$ cat config.mk
export PLATFORM = sky130hd
export DESIGN_NAME = glitch_sequencer_flat
export DESIGN_NICKNAME = d
export VERILOG_FILES = /design/src/rtl/glitch_sequencer_if.sv /design/src/rtl/glitch_sequencer.sv /design/src/flat_wrapper.sv
export SDC_FILE = /design/constraint.sdc
export NUM_CORES = 1
export LEC_CHECK = 0
export ABC_AREA = 1
export CORE_UTILIZATION = 35
export DETAILED_ROUTE_END_ITERATION = 7
export PLACE_DENSITY = 0.6
export SYNTH_ARGS = -nofsm -noshare
export SYNTH_HDL_FRONTEND = slang
export SYNTH_SLANG_ARGS = --single-unit
$ cat constraint.sdc
create_clock -name clk_in -period 6.5 [get_ports clk_in]
set_input_delay 0.65 -clock clk_in [delete_from_list [all_inputs] [get_ports clk_in]]
set_output_delay 0.65 -clock clk_in [all_outputs]
set_load 0.01 [all_outputs]
$ cat src/rtl/glitch_sequencer_if.sv
// rtl/glitch_sequencer_if.sv - control, configuration and glitch-core drive bundle
interface glitch_sequencer_if #(
  parameter int CNT_W = 32,
  parameter int REP_W = 8
);
  logic             arm;
  logic             abort;
  logic             trigger;
  logic [7:0]       cfg_mode;
  logic [CNT_W-1:0] cfg_delay;
  logic [CNT_W-1:0] cfg_width;
  logic [CNT_W-1:0] cfg_gap;
  logic [REP_W-1:0] cfg_repeat;
  logic             glitch_en;
  logic [7:0]       glitch_mode;
  logic             busy;
  logic             done;
  logic [REP_W-1:0] pulse_cnt;

  modport master (
    output arm, abort, trigger, cfg_mode, cfg_delay, cfg_width, cfg_gap, cfg_repeat,
    input  glitch_en, glitch_mode, busy, done, pulse_cnt
  );

  modport slave (
    input  arm, abort, trigger, cfg_mode, cfg_delay, cfg_width, cfg_gap, cfg_repeat,
    output glitch_en, glitch_mode, busy, done, pulse_cnt
  );
endinterface

$ cat src/rtl/glitch_sequencer.sv
// rtl/glitch_sequencer.sv - trigger-to-pulse-train timing controller for the glitch core
module glitch_sequencer #(
  parameter int CNT_W = 32,
  parameter int REP_W = 8
) (
  input logic               clk_in,
  input logic               rst,
  glitch_sequencer_if.slave bus
);

  localparam logic [CNT_W-1:0] CNT_ONE = {{(CNT_W-1){1'b0}}, 1'b1};
  localparam logic [REP_W-1:0] REP_ONE = {{(REP_W-1){1'b0}}, 1'b1};

  typedef enum logic [2:0] {
    ST_IDLE,
    ST_ARMED,
    ST_DELAY,
    ST_PULSE,
    ST_GAP
  } state_t;

  state_t           state_q, state_d;
  logic             s1_q, s2_q, s3_q;
  logic             trig_edge;
  logic [CNT_W-1:0] cnt_q, cnt_d;
  logic [CNT_W-1:0] delay_q, delay_d;
  logic [CNT_W-1:0] width_q, width_d;
  logic [CNT_W-1:0] gap_q, gap_d;
  logic [REP_W-1:0] rem_q, rem_d;
  logic [REP_W-1:0] pcnt_q, pcnt_d;
  logic [7:0]       mode_q, mode_d;
  logic [7:0]       gmode_q, gmode_d;
  logic             en_q, en_d;
  logic             busy_q, busy_d;
  logic             done_q, done_d;
  logic             start_pulse;

  // The trigger is asynchronous: two sync stages plus one history stage for edge detection.
  always_ff @(posedge clk_in or posedge rst) begin
    if (rst) begin
      s1_q <= 1'b0;
      s2_q <= 1'b0;
      s3_q <= 1'b0;
    end else begin
      s1_q <= bus.trigger;
      s2_q <= s1_q;
      s3_q <= s2_q;
    end
  end

  assign trig_edge = s2_q & ~s3_q;

  // State, counters, shadow configuration and registered outputs.
  always_ff @(posedge clk_in or posedge rst) begin
    if (rst) begin
      state_q <= ST_IDLE;
      cnt_q   <= '0;
      delay_q <= '0;
      width_q <= '0;
      gap_q   <= '0;
      rem_q   <= '0;
      pcnt_q  <= '0;
      mode_q  <= '0;
      gmode_q <= '0;
      en_q    <= 1'b0;
      busy_q  <= 1'b0;
      done_q  <= 1'b0;
    end else begin
      state_q <= state_d;
      cnt_q   <= cnt_d;
      delay_q <= delay_d;
      width_q <= width_d;
      gap_q   <= gap_d;
      rem_q   <= rem_d;
      pcnt_q  <= pcnt_d;
      mode_q  <= mode_d;
      gmode_q <= gmode_d;
      en_q    <= en_d;
      busy_q  <= busy_d;
      done_q  <= done_d;
    end
  end

  // Next-state logic; every output is computed from the next state so nothing toggles combinationally.
  always_comb begin
    state_d     = state_q;
    cnt_d       = cnt_q;
    delay_d     = delay_q;
    width_d     = width_q;
    gap_d       = gap_q;
    rem_d       = rem_q;
    pcnt_d      = pcnt_q;
    mode_d      = mode_q;
    en_d        = en_q;
    done_d      = 1'b0;
    start_pulse = 1'b0;

    case (state_q)
      ST_IDLE: begin
        if (bus.arm && !bus.abort) begin
          state_d = ST_ARMED;
          pcnt_d  = '0;
          mode_d  = bus.cfg_mode;
          delay_d = bus.cfg_delay;
          width_d = (bus.cfg_width == '0) ? CNT_ONE : bus.cfg_width;
          gap_d   = bus.cfg_gap;
          rem_d   = (bus.cfg_repeat == '0) ? REP_ONE : bus.cfg_repeat;
        end
      end
      ST_ARMED: begin
        if (trig_edge) begin
          if (delay_q == '0) begin
            start_pulse = 1'b1;
          end else begin
            state_d = ST_DELAY;
            cnt_d   = delay_q - CNT_ONE;
          end
        end
      end
      ST_DELAY: begin
        if (cnt_q == '0) start_pulse = 1'b1;
        else             cnt_d = cnt_q - CNT_ONE;
      end
      ST_PULSE: begin
        if (cnt_q == '0) begin
          if (rem_q == '0) begin
            state_d = ST_IDLE;
            en_d    = 1'b0;
            done_d  = 1'b1;
          end else if (gap_q == '0) begin
            // Back-to-back pulses merge into one continuous enable window.
            start_pulse = 1'b1;
          end else begin
            state_d = ST_GAP;
            cnt_d   = gap_q - CNT_ONE;
            en_d    = 1'b0;
          end
        end else begin
          cnt_d = cnt_q - CNT_ONE;
        end
      end
      ST_GAP: begin
        if (cnt_q == '0) start_pulse = 1'b1;
        else             cnt_d = cnt_q - CNT_ONE;
      end
      default: begin
        state_d = ST_IDLE;
        en_d    = 1'b0;
      end
    endcase

    // Shared entry actions for every way into PULSE; remaining is always >= 1 here.
    if (start_pulse) begin
      state_d = ST_PULSE;
      en_d    = 1'b1;
      cnt_d   = width_q - CNT_ONE;
      pcnt_d  = pcnt_q + REP_ONE;
      rem_d   = rem_q - REP_ONE;
    end

    // Abort wins over everything, but the pulse count of the cut-short sequence is kept.
    if (bus.abort) begin
      state_d = ST_IDLE;
      en_d    = 1'b0;
      done_d  = 1'b0;
      cnt_d   = cnt_q;
      delay_d = delay_q;
      width_d = width_q;
      gap_d   = gap_q;
      rem_d   = rem_q;
      pcnt_d  = pcnt_q;
      mode_d  = mode_q;
    end

    busy_d  = (state_d != ST_IDLE);
    gmode_d = busy_d ? mode_d : 8'h00;
  end

  assign bus.glitch_en   = en_q;
  assign bus.glitch_mode = gmode_q;
  assign bus.busy        = busy_q;
  assign bus.done        = done_q;
  assign bus.pulse_cnt   = pcnt_q;

endmodule

$ cat src/flat_wrapper.sv
// flat-port wrapper written by rule: the top's interface ports become plain ports
module glitch_sequencer_flat 
#(
  parameter int CNT_W = 32,
  parameter int REP_W = 8
)
  (clk_in, rst, bus_arm, bus_abort, bus_trigger, bus_cfg_mode, bus_cfg_delay, bus_cfg_width, bus_cfg_gap, bus_cfg_repeat, bus_glitch_en, bus_glitch_mode, bus_busy, bus_done, bus_pulse_cnt);
  glitch_sequencer_if #(.CNT_W(CNT_W), .REP_W(REP_W)) bus_i ();
  input logic clk_in;
  input logic rst;
  input wire logic [$bits(bus_i.arm)-1:0] bus_arm;
  input wire logic [$bits(bus_i.abort)-1:0] bus_abort;
  input wire logic [$bits(bus_i.trigger)-1:0] bus_trigger;
  input wire logic [$bits(bus_i.cfg_mode)-1:0] bus_cfg_mode;
  input wire logic [$bits(bus_i.cfg_delay)-1:0] bus_cfg_delay;
  input wire logic [$bits(bus_i.cfg_width)-1:0] bus_cfg_width;
  input wire logic [$bits(bus_i.cfg_gap)-1:0] bus_cfg_gap;
  input wire logic [$bits(bus_i.cfg_repeat)-1:0] bus_cfg_repeat;
  output wire logic [$bits(bus_i.glitch_en)-1:0] bus_glitch_en;
  output wire logic [$bits(bus_i.glitch_mode)-1:0] bus_glitch_mode;
  output wire logic [$bits(bus_i.busy)-1:0] bus_busy;
  output wire logic [$bits(bus_i.done)-1:0] bus_done;
  output wire logic [$bits(bus_i.pulse_cnt)-1:0] bus_pulse_cnt;
  assign bus_i.arm = bus_arm;
  assign bus_i.abort = bus_abort;
  assign bus_i.trigger = bus_trigger;
  assign bus_i.cfg_mode = bus_cfg_mode;
  assign bus_i.cfg_delay = bus_cfg_delay;
  assign bus_i.cfg_width = bus_cfg_width;
  assign bus_i.cfg_gap = bus_cfg_gap;
  assign bus_i.cfg_repeat = bus_cfg_repeat;
  assign bus_glitch_en = bus_i.glitch_en;
  assign bus_glitch_mode = bus_i.glitch_mode;
  assign bus_busy = bus_i.busy;
  assign bus_done = bus_i.done;
  assign bus_pulse_cnt = bus_i.pulse_cnt;
  glitch_sequencer #(.CNT_W(CNT_W), .REP_W(REP_W)) u_core (.clk_in(clk_in), .rst(rst), .bus(bus_i));
endmodule
==> flow_summary.ini <==
[synth]
syn_area_um2 = 11300
syn-instance-count = 1717
ys_seq_area_share_pct = 37.4
postSynthAreaPerCell_um2 = 6.59
synthXorXnorAreaFrac_pct = 5.49
synthTopCellsByArea = dfrtp_1 37%, nand2_1 17%, nor2_1 8.5%
ys_types = 43
synth_compound_area_share_pct = 8.77
synth_simple_gate_area_share_pct = 39.2
yosysTopAreaCell = dfrtp_1
yosys-mux-area-fraction_pct = 0
syn-num-nets = 1843
synth_warnings = 0
synth_top_family_by_area = simple AND/OR/NAND/NOR gates
synthAdderAreaFrac_pct = 0.995
yosysTopAreaCellShare_pct = 37.4
synth-seq-cells = 169

[global_route]
grt_max_degree = 98
grt_pass1_vias = 10700
grt_remaining_overflow = 0
antenna_found_initial = 0
grt_pass1_wl_um = 61300
grt_use_total_pct = 24.4

[floorplan]
die_h_um = 182
row_count = 65
die_x_um = 182
ios = 136
core-area_um2 = 31700
start_util_pct = 35.7
dieArea_um2 = 33100

[power_and_ir_drop]
leakage_nw = 6.36
power.switching_mw = 1.64
comb_power_share_pct = 34.5
p_seq_share_pct = 39.3
swShare_pct = 42.2
clkPwrFrac_pct = 26.3
ir_worst_vdd_v = 0.000178
finalPower_mw = 3.89
p_int_mw = 2.25
p_per_area_nw_per_um2 = 286

[clock_tree]
cts_setup_buffers = 0
cts.repair.resized = 0
clkLatencyLatePin_ns = 0.46
htreeDepth = 4
clockBufferDepth = 2
cts_tree = built
cts.sinks = 169
ctsHoldBuffers = 0
cts-root-buf = clkbuf_16
clk_pin_slew_ns = 0.08
cts_made_buffers = 17

[timing]
setup-tns-final_ns = 0
report.final.slew_viol_count = 0
fin_crit_sh_pct = 52.8
finalHoldViolations = 0
grt_setup_unrepaired = false
fin_skew_ns = 0.0225
clock.fmax_ghz = 0.291
setup_viol = 0
hold_ws_ns = 0.363
maxSlewHeadroom_pct = 25.5
final.setup.worst_slack_ns = 3.07
period_needed_ns = 3.43
tightest_slew_ns = 1.11

[drt]
via_count = 11300
drtPass1Iterations = 6
vias_per_cell = 5.05
wire_per_inst_um = 17.5
drc = 0
drt_iter0_drc = 992
ant_nets = 0
drt_wl_total_um = 39300

[cells_and_area]
seq_area_um2 = 4230
antenna_cells = 0
n_fill_cell = 3331
drive_gt1_share_pct = 4.88
stdcell_count = 2248
most-common-layout-cells = 525 x nand2_1, 257 x nor2_1, 186 x inv_1
fin_area_um2 = 13600
multi_input_area_um2 = 6160
final_common_cell = nand2_1
area_growth_pct = 20.0
post-route-util_pct = 42.8
nNetsFinal = 1959

[flow_run]
cap_violations = 0

[setup_path]
reg2reg_setup_slack_ns = 3.07
startpoint_type = register
worstPathArrival_ns = 3.82
worstSetupPathType = register to register
critPathMaxFanout = 39
crit_required_ns = 6.89
worstSetupEndpointType = register

[min_path]
hold_path_class = register to register

[placement]
dp.cells = 2216
placedInstanceArea_um2 = 13000
dp_slack_ns = 3.07
gp_congestion = 0.972
portBuffers = 135
hpwlAfterDp_um = 30800

[status]
status = completed
[power by group through the flow]
stage	sequential (mW)	combinational, mW	clock [mW]
final	1.53	1.34	1.02
after global routing	1.55	1.50	1.08
after CTS	1.52	1.33	1.03
after detailed placement	1.54	1.32	0
after global placement	1.54	1.31	0
after floorplan	1.44	0.908	0
[sequential cells by signal, indices dropped and copies added (netlist names)]
register                cells
u_core.bus.glitch_en        1
u_core.width_q             32
u_core.bus.pulse_cnt        8
u_core.state_q              3
u_core.mode_q               8
u_core.s1_q                 1
u_core.cnt_q               32
u_core.s2_q                 1
u_core.s3_q                 1
u_core.rem_q                8
u_core.bus.done             1
u_core.delay_q             32
u_core.bus.glitch_mode      8
u_core.gap_q               32
u_core.bus.busy             1
[cells by family after synthesis]
| group | Yosys count |
|---|---|
| AO/OA/AOI/OAI | 193 |
| XOR/XNOR | 71 |
| adder cells (fa/ha/maj) | 9 |
| buffers and inverters | 236 |
| flip-flops | 169 |
| AND/OR/NAND/NOR | 1039 |
[cell type report]
class / instances / area share (%)
Clock buffer: 20 / 3.36
Clock inverter: 12 / 0.792
Inverter: 192 / 5.36
Multi-Input combinational cell: 1312 / 45.4
Sequential cell: 169 / 31.1
Tap cell: 402 / 3.70
Timing Repair Buffer: 141 / 10.3
[synthesized netlist by cell type (all sizes together)]
cell type / count
nand3: 141
a21boi: 1
o31ai: 1
nor3: 21
o211ai: 2
o22ai: 1
nand4: 35
o21ai: 167
buf: 20
nor3b: 1
a21o: 1
and2: 3
nor4: 9
xnor2: 14
dfrtp: 169
nand3b: 5
inv: 191
a21oi: 15
clkinv: 1
nand2: 534
o21bai: 2
o21a: 3
or2: 19
xor2: 57
ha: 9
nor2: 271
clkbuf: 24
[layer usage]
| metal | global-route usage (%) | vias up | part of all wire, % |
|---|---|---|---|
| met3 | 4.23 | 45 | 6.6 |
| met5 | 0 | - | 0 |
| met4 | 8.64 | 0 | 2.7 |
| li1 | - | 5670 | - |
| met1 | 34.4 | 5235 | 46 |
| met2 | 37.3 | 392 | 44 |
[critical path: stages, from the launching register on]
cell and delay [ns]:
dfrtp_1 0.45, nor2_1 0.27, nand2_1 0.17, nor2_2 0.33
nand4_2 0.42, nor2_1 0.25, nor2_2 0.04, buf_4 0.24
nand2_1 0.10, nand2_1 0.08, nor2_4 0.68, nand3_1 0.17
nand2_1 0.12
[path summary, 6_finish.rpt]
path,from,to,cells after the start
worst max-delay path,u_core.cnt_q[16]$_DFFE_PP0P_,u_core.cnt_q[24]$_DFFE_PP0P_,12
worst min-delay path,u_core.s1_q$_DFF_PP0_,u_core.s2_q$_DFF_PP0_,0
worst max register to register,u_core.cnt_q[16]$_DFFE_PP0P_,u_core.cnt_q[24]$_DFFE_PP0P_,12
worst min register to register,u_core.s1_q$_DFF_PP0_,u_core.s2_q$_DFF_PP0_,0
max in group asynchronous,rst,u_core.rem_q[2]$_DFFE_PP0P_,3
min in group asynchronous,rst,u_core.delay_q[10]$_DFFE_PP0P_,2
No activity file was read; power rests on OpenSTA's default activity.
==> edit: new RTL, same settings <==
Reset style: synchronous (`rst`), changed in 2 clocked blocks. Comments in the files are not updated.
--- a/src/rtl/glitch_sequencer.sv
+++ b/src/rtl/glitch_sequencer.sv
@@ -37,5 +37,5 @@
 
   // The trigger is asynchronous: two sync stages plus one history stage for edge detection.
-  always_ff @(posedge clk_in or posedge rst) begin
+  always_ff @(posedge clk_in) begin
     if (rst) begin
       s1_q <= 1'b0;
@@ -52,5 +52,5 @@
 
   // State, counters, shadow configuration and registered outputs.
-  always_ff @(posedge clk_in or posedge rst) begin
+  always_ff @(posedge clk_in) begin
     if (rst) begin
       state_q <= ST_IDLE;
Behaviour: differs if rst is asserted again (counterexample within 4 cycles, from zero or initial values and one cycle with rst high); with rst held inactive, the same outputs for 4 cycles.
==> edit against the original RTL <==
The run now ends with design-rule violations left; area after synthesis fell by 2.9%; utilization increased by 0.12 points; combinational power shrank 36%; clock skew down 9.6 ps; critical path depth down 3; global-route usage increased by 1.1 points; routed wire length up 0.35%; sequential cell count unchanged; synthesized cell count increased by 4.0%; final area down 2.8%; power shrank 22%; sequential power fell by 25%; setup slack lost 130 ps.
==> edit: results (changes against the original RTL) <==
antenna_found_initial: 1  # was 0
p_leak_nw: 5.783  # was 6.359 nW
synth_ff_type: "dfxtp_1"  # was dfrtp_1
r2r_slack_ps: 3180  # was 3070 ps
avgRoutedWirePerCell_um: 17.18  # was 17.49 um
hold_end: "u_core.s2_q"  # unchanged
grt_pass1_wl_um: 61810  # was 61,290 um
dpl_worst_slack_ps: 2381  # was 3072 ps
combinationalPowerShare_pct: 28.3  # was 34.5%
grtUsageTotal_pct: 25.46  # was 24.37%
drc: 6  # was 0
firstDrtPassIters: 7  # was 6
synth_area_leaders: "dfxtp_1, nor2_1, nand2_1"  # was dfrtp_1, nand2_1, nor2_1
r2r_end: "u_core.bus.pulse_cnt[3]"  # was u_core.cnt_q[24]
use_met3_pct: 5.301  # was 4.232%
r2r_start: "u_core.rem_q[0]"  # was u_core.cnt_q[16]
relSlewSlack_pct: 24.23  # was 25.53%
hold_depth: 2  # was 0
synthXorXnorAreaFrac_pct: 5.816  # was 5.494%
synthAdderAreaFrac_pct: 1.024  # was 0.9948%
holdWs_ps: 401.4  # was 363.5 ps
use_met2_pct: 39.24  # was 37.34%
drt_iter0_markers: 846  # was 992
wl_met1_um: 18470  # was 18,250 um
synth_nets: 1911  # was 1,843
via_per_inst: 5.120  # was 5.045
wl_met2_um: 17060  # was 17,440 um
ys_seq_area_share_pct: 30.78  # was 37.36%
drive_gt1_share_pct: 5.523  # was 4.875%
synthMuxAreaShare_pct: 0.7284  # was 0%
topRoutingLayerUsed: "met5"  # was met4
nNetsFinal: 2014  # was 1,959
cp-start-kind: "input port"  # was flop
wl_met3_um: 2801  # was 2580 um
status: "finished with violations"  # was completed
failed_checks: "design-rule violations"
peakVddDrop_v: 0.0001991  # was 0.0001785 V
grt_start_max_net_pins: 110  # was 98
arrival_ps: 3900  # was 3820 ps
holdCritStartpoint: "u_core.s1_q"  # unchanged
async_flop_share_pct: 0  # was 100.0%
place.gp.congestion: 0.9349  # was 0.9719
synth_area_per_cell_sq_um: 6.159  # was 6.593 sq um
edit: area by class of cell:
cell class              count  area (sq um)
multi-input cells        1382          6684
clock buffers              17         425.4
inverters                 175         656.9
fillers                  3408         17550
clock inverters            15         151.4
well taps                 396         495.5
flip-flops and latches    169          3383
repair buffers            143          1406
edit: worst max-delay path by stage:
| stage | end | depth (start not counted) | slack, ps | from |
|---|---|---|---|---|
| after detailed placement | u_core.bus.busy | 9 | 2380 | bus_abort |
| after floorplan | u_core.cnt_q[11] | 15 | 4540 | u_core.cnt_q[0] |
| after global routing | u_core.bus.glitch_mode[7] | 9 | 2590 | bus_abort |
| final | u_core.bus.busy | 9 | 2940 | bus_abort |
| after CTS | u_core.bus.busy | 9 | 2880 | bus_abort |
| after global placement | u_core.bus.busy | 9 | 2510 | bus_abort |
edit: worst max-delay path, stage by stage:
cell and delay [ps]:
clkdlybuf4s50_1 530, inv_1 60, nand4_1 90, buf_4 510
clkinv_1 1080, nor3_1 430, a21oi_1 140, nor2_2 320
inv_1 80
